### config.mk
export PLATFORM = sky130hd
export DESIGN_NAME = matmul_scheduler
export DESIGN_NICKNAME = d
export VERILOG_FILES = /design/src/rtl/matmul_scheduler.sv
export SDC_FILE = /design/constraint.sdc
export NUM_CORES = 1
export LEC_CHECK = 0
export CORE_MARGIN = 2
export CORE_UTILIZATION = 45
export DETAILED_ROUTE_END_ITERATION = 8
export PLACE_DENSITY_LB_ADDON = 0.25
export RECOVER_POWER = 25
export SLEW_MARGIN = 20
export SYNTH_ARGS = -nofsm -noshare
export SYNTH_HDL_FRONTEND = slang
export SYNTH_SLANG_ARGS = --single-unit
### constraint.sdc
create_clock -name clk -period 2.4 [get_ports clk]
set_clock_uncertainty 0.2 [all_clocks]
set_input_delay 0.72 -clock clk [delete_from_list [all_inputs] [get_ports clk]]
set_output_delay 0.72 -clock clk [all_outputs]
set_load 0.1 [all_outputs]
### src/rtl/matmul_scheduler.sv
// ============================================================================
// Module   : matmul_scheduler
// Brief    : Tile-grid walker for the blocked matmul array; issues A/B BRAM
//            reads per tile, aligns core strobes, hands off finished tiles.
// Revision : 1.0 - initial release
// ============================================================================
`default_nettype none

module matmul_scheduler #(
    parameter int BLOCK_SIZE        = 2,
    parameter int A_OUTER_DIMENSION = 6,
    parameter int B_OUTER_DIMENSION = 6,
    parameter int INNER_DIMENSION   = 64,
    parameter int NUM_CORES_A       = 4,
    parameter int NUM_CORES_B       = 1,
    parameter int ADDR_WIDTH_A      = 8,
    parameter int ADDR_WIDTH_B      = 8,
    parameter int RD_LATENCY        = 1,
    parameter int CORE_LATENCY      = 3,
    localparam int ROW_TILES = A_OUTER_DIMENSION / BLOCK_SIZE,
    localparam int COL_TILES = B_OUTER_DIMENSION / (BLOCK_SIZE * NUM_CORES_B),
    localparam int ROW_W     = (ROW_TILES > 1) ? $clog2(ROW_TILES) : 1,
    localparam int COL_W     = (COL_TILES > 1) ? $clog2(COL_TILES) : 1
) (
    input  logic                    clk,
    input  logic                    rst,
    input  logic                    start,
    output logic                    busy,
    output logic                    done,
    output logic                    bram_en_a,
    output logic [ADDR_WIDTH_A-1:0] bram_addr_a,
    output logic                    bram_en_b,
    output logic [ADDR_WIDTH_B-1:0] bram_addr_b,
    output logic                    core_en,
    output logic                    core_first,
    output logic                    core_last,
    output logic                    tile_valid,
    input  logic                    tile_ready,
    output logic [ROW_W-1:0]        tile_row,
    output logic [COL_W-1:0]        tile_col
);

    localparam int unsigned K_STEPS = INNER_DIMENSION / (BLOCK_SIZE * NUM_CORES_A);
    localparam int C_K_W = (K_STEPS > 1) ? $clog2(K_STEPS) : 1;
    localparam int C_D_W = $clog2(RD_LATENCY + CORE_LATENCY);
    localparam logic [C_K_W-1:0] C_K_LAST   = C_K_W'(K_STEPS - 1);
    localparam logic [C_D_W-1:0] C_D_LAST   = C_D_W'(RD_LATENCY + CORE_LATENCY - 1);
    localparam logic [ROW_W-1:0] C_ROW_LAST = ROW_W'(ROW_TILES - 1);
    localparam logic [COL_W-1:0] C_COL_LAST = COL_W'(COL_TILES - 1);

    if ((INNER_DIMENSION % (BLOCK_SIZE * NUM_CORES_A)) != 0 ||
        (A_OUTER_DIMENSION % BLOCK_SIZE) != 0 ||
        (B_OUTER_DIMENSION % (BLOCK_SIZE * NUM_CORES_B)) != 0) begin : g_bad_division
        $error("matmul_scheduler: matrix dimensions are not exact multiples of the tiling");
    end
    if (64'(ROW_TILES * K_STEPS) > (64'(1) << ADDR_WIDTH_A) ||
        64'(COL_TILES * K_STEPS) > (64'(1) << ADDR_WIDTH_B)) begin : g_bad_addr_width
        $error("matmul_scheduler: BRAM address width too small for the tile grid");
    end
    if (RD_LATENCY < 1 || CORE_LATENCY < 1) begin : g_bad_latency
        $error("matmul_scheduler: latencies must be at least one cycle");
    end

    typedef enum logic [2:0] {
        S_IDLE    = 3'd0,
        S_ISSUE   = 3'd1,
        S_DRAIN   = 3'd2,
        S_HANDOFF = 3'd3,
        S_DONE    = 3'd4
    } state_t;

    state_t                  r_state_q, w_state_d;
    logic [ROW_W-1:0]        r_row_q, w_row_d;
    logic [COL_W-1:0]        r_col_q, w_col_d;
    logic [C_K_W-1:0]        r_k_q, w_k_d;
    logic [C_D_W-1:0]        r_d_q, w_d_d;

    logic                    r_busy_q, w_busy_d;
    logic                    r_done_q, w_done_d;
    logic                    r_tile_valid_q, w_tile_valid_d;
    logic                    r_bram_en_q, w_bram_en_d;
    logic                    r_issue_first_q, w_issue_first_d;
    logic                    r_issue_last_q, w_issue_last_d;
    logic [ADDR_WIDTH_A-1:0] r_addr_a_q, w_addr_a_d;
    logic [ADDR_WIDTH_B-1:0] r_addr_b_q, w_addr_b_d;

    logic [RD_LATENCY-1:0]   r_en_pipe_q, w_en_pipe_d;
    logic [RD_LATENCY-1:0]   r_first_pipe_q, w_first_pipe_d;
    logic [RD_LATENCY-1:0]   r_last_pipe_q, w_last_pipe_d;

    always_comb begin
        w_state_d = r_state_q;
        w_row_d   = r_row_q;
        w_col_d   = r_col_q;
        w_k_d     = r_k_q;
        w_d_d     = r_d_q;
        case (r_state_q)
            S_IDLE: begin
                if (start) begin
                    w_state_d = S_ISSUE;
                    w_row_d   = '0;
                    w_col_d   = '0;
                    w_k_d     = '0;
                end
            end
            S_ISSUE: begin
                if (r_k_q == C_K_LAST) begin
                    w_state_d = S_DRAIN;
                    w_k_d     = '0;
                    w_d_d     = '0;
                end else begin
                    w_k_d = r_k_q + 1'b1;
                end
            end
            S_DRAIN: begin
                if (r_d_q == C_D_LAST) begin
                    w_state_d = S_HANDOFF;
                end else begin
                    w_d_d = r_d_q + 1'b1;
                end
            end
            S_HANDOFF: begin
                if (tile_ready) begin
                    w_state_d = S_ISSUE;
                    if (r_col_q == C_COL_LAST) begin
                        w_col_d = '0;
                        if (r_row_q == C_ROW_LAST) begin
                            w_row_d   = '0;
                            w_state_d = S_DONE;
                        end else begin
                            w_row_d = r_row_q + 1'b1;
                        end
                    end else begin
                        w_col_d = r_col_q + 1'b1;
                    end
                end
            end
            S_DONE:  w_state_d = S_IDLE;
            default: w_state_d = S_IDLE;
        endcase
    end

    // Outputs are registered from next-state values so they line up with the state they describe.
    always_comb begin
        w_busy_d        = (w_state_d == S_ISSUE) || (w_state_d == S_DRAIN) ||
                          (w_state_d == S_HANDOFF);
        w_done_d        = (w_state_d == S_DONE);
        w_tile_valid_d  = (w_state_d == S_HANDOFF);
        w_bram_en_d     = (w_state_d == S_ISSUE);
        w_issue_first_d = w_bram_en_d && (w_k_d == '0);
        w_issue_last_d  = w_bram_en_d && (w_k_d == C_K_LAST);
        w_addr_a_d      = '0;
        w_addr_b_d      = '0;
        if (w_bram_en_d) begin
            w_addr_a_d = ADDR_WIDTH_A'(K_STEPS * 32'(w_row_d) + 32'(w_k_d));
            w_addr_b_d = ADDR_WIDTH_B'(K_STEPS * 32'(w_col_d) + 32'(w_k_d));
        end
    end

    // Core strobes follow the issued reads by the BRAM read latency.
    always_comb begin
        w_en_pipe_d       = '0;
        w_first_pipe_d    = '0;
        w_last_pipe_d     = '0;
        w_en_pipe_d[0]    = r_bram_en_q;
        w_first_pipe_d[0] = r_issue_first_q;
        w_last_pipe_d[0]  = r_issue_last_q;
        for (int i = 1; i < RD_LATENCY; i++) begin
            w_en_pipe_d[i]    = r_en_pipe_q[i-1];
            w_first_pipe_d[i] = r_first_pipe_q[i-1];
            w_last_pipe_d[i]  = r_last_pipe_q[i-1];
        end
    end

    always_ff @(posedge clk) begin
        if (rst) begin
            r_state_q       <= S_IDLE;
            r_row_q         <= '0;
            r_col_q         <= '0;
            r_k_q           <= '0;
            r_d_q           <= '0;
            r_busy_q        <= 1'b0;
            r_done_q        <= 1'b0;
            r_tile_valid_q  <= 1'b0;
            r_bram_en_q     <= 1'b0;
            r_issue_first_q <= 1'b0;
            r_issue_last_q  <= 1'b0;
            r_addr_a_q      <= '0;
            r_addr_b_q      <= '0;
            r_en_pipe_q     <= '0;
            r_first_pipe_q  <= '0;
            r_last_pipe_q   <= '0;
        end else begin
            r_state_q       <= w_state_d;
            r_row_q         <= w_row_d;
            r_col_q         <= w_col_d;
            r_k_q           <= w_k_d;
            r_d_q           <= w_d_d;
            r_busy_q        <= w_busy_d;
            r_done_q        <= w_done_d;
            r_tile_valid_q  <= w_tile_valid_d;
            r_bram_en_q     <= w_bram_en_d;
            r_issue_first_q <= w_issue_first_d;
            r_issue_last_q  <= w_issue_last_d;
            r_addr_a_q      <= w_addr_a_d;
            r_addr_b_q      <= w_addr_b_d;
            r_en_pipe_q     <= w_en_pipe_d;
            r_first_pipe_q  <= w_first_pipe_d;
            r_last_pipe_q   <= w_last_pipe_d;
        end
    end

    assign busy        = r_busy_q;
    assign done        = r_done_q;
    assign bram_en_a   = r_bram_en_q;
    assign bram_en_b   = r_bram_en_q;
    assign bram_addr_a = r_addr_a_q;
    assign bram_addr_b = r_addr_b_q;
    assign core_en     = r_en_pipe_q[RD_LATENCY-1];
    assign core_first  = r_first_pipe_q[RD_LATENCY-1];
    assign core_last   = r_last_pipe_q[RD_LATENCY-1];
    assign tile_valid  = r_tile_valid_q;
    assign tile_row    = r_row_q;
    assign tile_col    = r_col_q;

endmodule

`default_nettype wire

==> out/results.ini <==
[power]
p_seq_share_pct=50.1
combPwrFrac_pct=18.3
p_int_uw=687
powerDensity_nw_per_um2=633
swShare_pct=28.9
power.clock.fraction_pct=31.6
p_sw_uw=280
ir_drop_mv=0.482
leakage_nw=0.649

[grt]
grt_max_degree=17
grt_pass1_wl_um=3950
grt_pass1_vias=890
antenna_found_initial=0
grt_overflow=0
grt_use_total_pct=16.1

[worst_setup_path]
start_kind=input pin
path_max_fanout=10
reg2reg_setup_slack_ns=0.36
critical_path_class=input pin to flop
rr_startpoint=r_k_q[0]
critPathLaunch=start
critical_path_arrival_ns=2.14
cp-end-kind=flop
required_ns=2.45

[floorplanning]
core_area_um2=2500
die_w_um=55.6
die_h_um=55.6
start_util_pct=47.8
num_rows=18
dieArea_um2=3090
ioPinCount=32

[sta]
fin_crit_sh_pct=87.3
min_period_ns=2.09
timing.hold.ws_ns=0.257
slew_violations=0
max_slew_margin_pct=58.4
fin_tns_setup_ns=0
tightestPinTransition_ns=0.624
fmaxAchievable_ghz=0.478
finalHoldViolCount=0
rsz0062_at_grt=no
setup_viol=0

[cells_and_area]
multi_input_area_um2=529
drive_gt1_share_pct=29.8
nets=149
final_cells=171
fillers=218
syn_to_final_growth_pct=27.7
num_antenna_cells=0
ff_latch_area_um2=561
finish.utilization_pct=61.1
layout_common_cells=dfxtp_1 (28), nor2_1 (22), buf_4 (15)
final_common_cell=dfxtp_1

[logic_synthesis]
synth-adder-area-share_pct=3.14
ys_types=40
avgSynthCellArea_um2=10.1
synth-seq-area-share_pct=46.9
synth_edf_count=0
ys_ff_latch=28
synthMuxAreaShare_pct=3.35
netlist_instances=118
synth_top_family_by_area=simple AND/OR/NAND/NOR gates
synth_xor_area_share_pct=0
synth-main-ff-cell=dfxtp_1
synth_compound_area_share_pct=14.5
synth_simple_gate_area_share_pct=21.3
synthArstFlopShare_pct=0
syn_area_um2=1200
synth.yosys.warnings=0

[clocking]
clock-sinks=28
tritoncts=yes
postCtsResizedCells=0
postCtsHoldBufs=0
root_buffer=clkbuf_4
cts_buffer_depth=2
post_cts_buffers=0
numCtsBuffers=3
clk_latency_ns=0.33
h-tree-depth=1
path_clk_slew_ns=0.15

[placement]
gp_congestion=0.878
numPortBuffers=25
dp.final_hpwl_um=1640
dp.cells=167

[worst_hold_path]
hold_class=flop to flop
hold_path.startpoint=r_issue_last_q

[route]
first_pass_iters=4
route.detailed.drc=0
vias_per_cell=5.08
final_antenna_net_count=0
initialDrtViolationCount=16
vias=869
drt-total-wl_um=2250
avgRoutedWirePerCell_um=13.2

[status]
status=completed

[run]
maxCapViolations=0

==> worst max-delay path, cell delays in order <==
cell             delay [ns]
clkdlybuf4s50_1        0.50
mux2i_1                0.12
a211oi_4               0.33
o211ai_4               0.18
nor4bb_2               0.29
==> Yosys cell counts, types with 2 or more instances <==
master    number  area share, %
nor3b_1        2            1.3
nand3b_1       2            1.3
inv_1          3           0.94
a21oi_1        5            2.1
clkbuf_1       2           0.63
buf_4         12            7.5
nor2_1        22            6.9
dfxtp_1       28             47
mux2i_1        4            3.3
ha_1           3            3.1
a22oi_1        3            1.9
nor2b_1        4            2.1
==> per-layer routing <==
layer / wire, µm / global-route usage [%]
met1: 993 / 20.6
met2: 1090 / 25.5
met3: 110 / 2.34
met4: 55 / 9.41
met5: 0 / 0
==> final timing paths <==
| path | end | depth (start not counted) |
|---|---|---|
| max | r_issue_first_q | 5 |
| min | core_last | 1 |
| max reg2reg | r_issue_first_q | 6 |
| min reg2reg | core_last | 1 |
==> flip-flops by register name, summed over array words and instances, names as in the netlist <==
register	cells
bram_addr_a	2
r_state_q	3
core_last	1
core_first	1
core_en	1
bram_addr_b	5
busy	1
r_issue_first_q	1
tile_col	2
r_d_q	2
tile_valid	1
bram_en_a	1
tile_row	2
r_issue_last_q	1
r_k_q	3
done	1
==> kinds of logic after synthesis <==
group	after synthesis
compound gates	20
fa+ha+maj	3
buf+inv	19
flops	28
mux	4
other cells	1
simple gates	43
==> final cells by class <==
type / count / area share, %
multi-input cells: 76 / 34.6
repair buffers: 30 / 22.0
flip-flops and latches: 28 / 36.7
clock buffers: 3 / 1.47
inverters: 3 / 0.737
clock inverters: 1 / 1.97
well taps: 30 / 2.46
==> power groups by stage <==
stage | clock network, mW | logic (mW) | registers (mW)
after floorplan | 0 | 0.111 | 0.531
after global placement | 0 | 0.180 | 0.495
after detailed placement | 0 | 0.182 | 0.496
after CTS | 0.313 | 0.183 | 0.485
after global routing | 0.335 | 0.184 | 0.487
final | 0.305 | 0.177 | 0.485
==> stage by stage <==
stage / worst slack (ns) / total power, mW / cell area [µm²]
after global routing: 0.226 / 1.01 / 1530
final: 0.306 / 0.967 / 1530
after detailed placement: -0.0526 / 0.678 / 1510
after CTS: 0.293 / 0.982 / 1560
after floorplan: 0.113 / 0.642 / 1210
after global placement: 0.0187 / 0.675 / 1510
(Power assumes the default switching activity.)
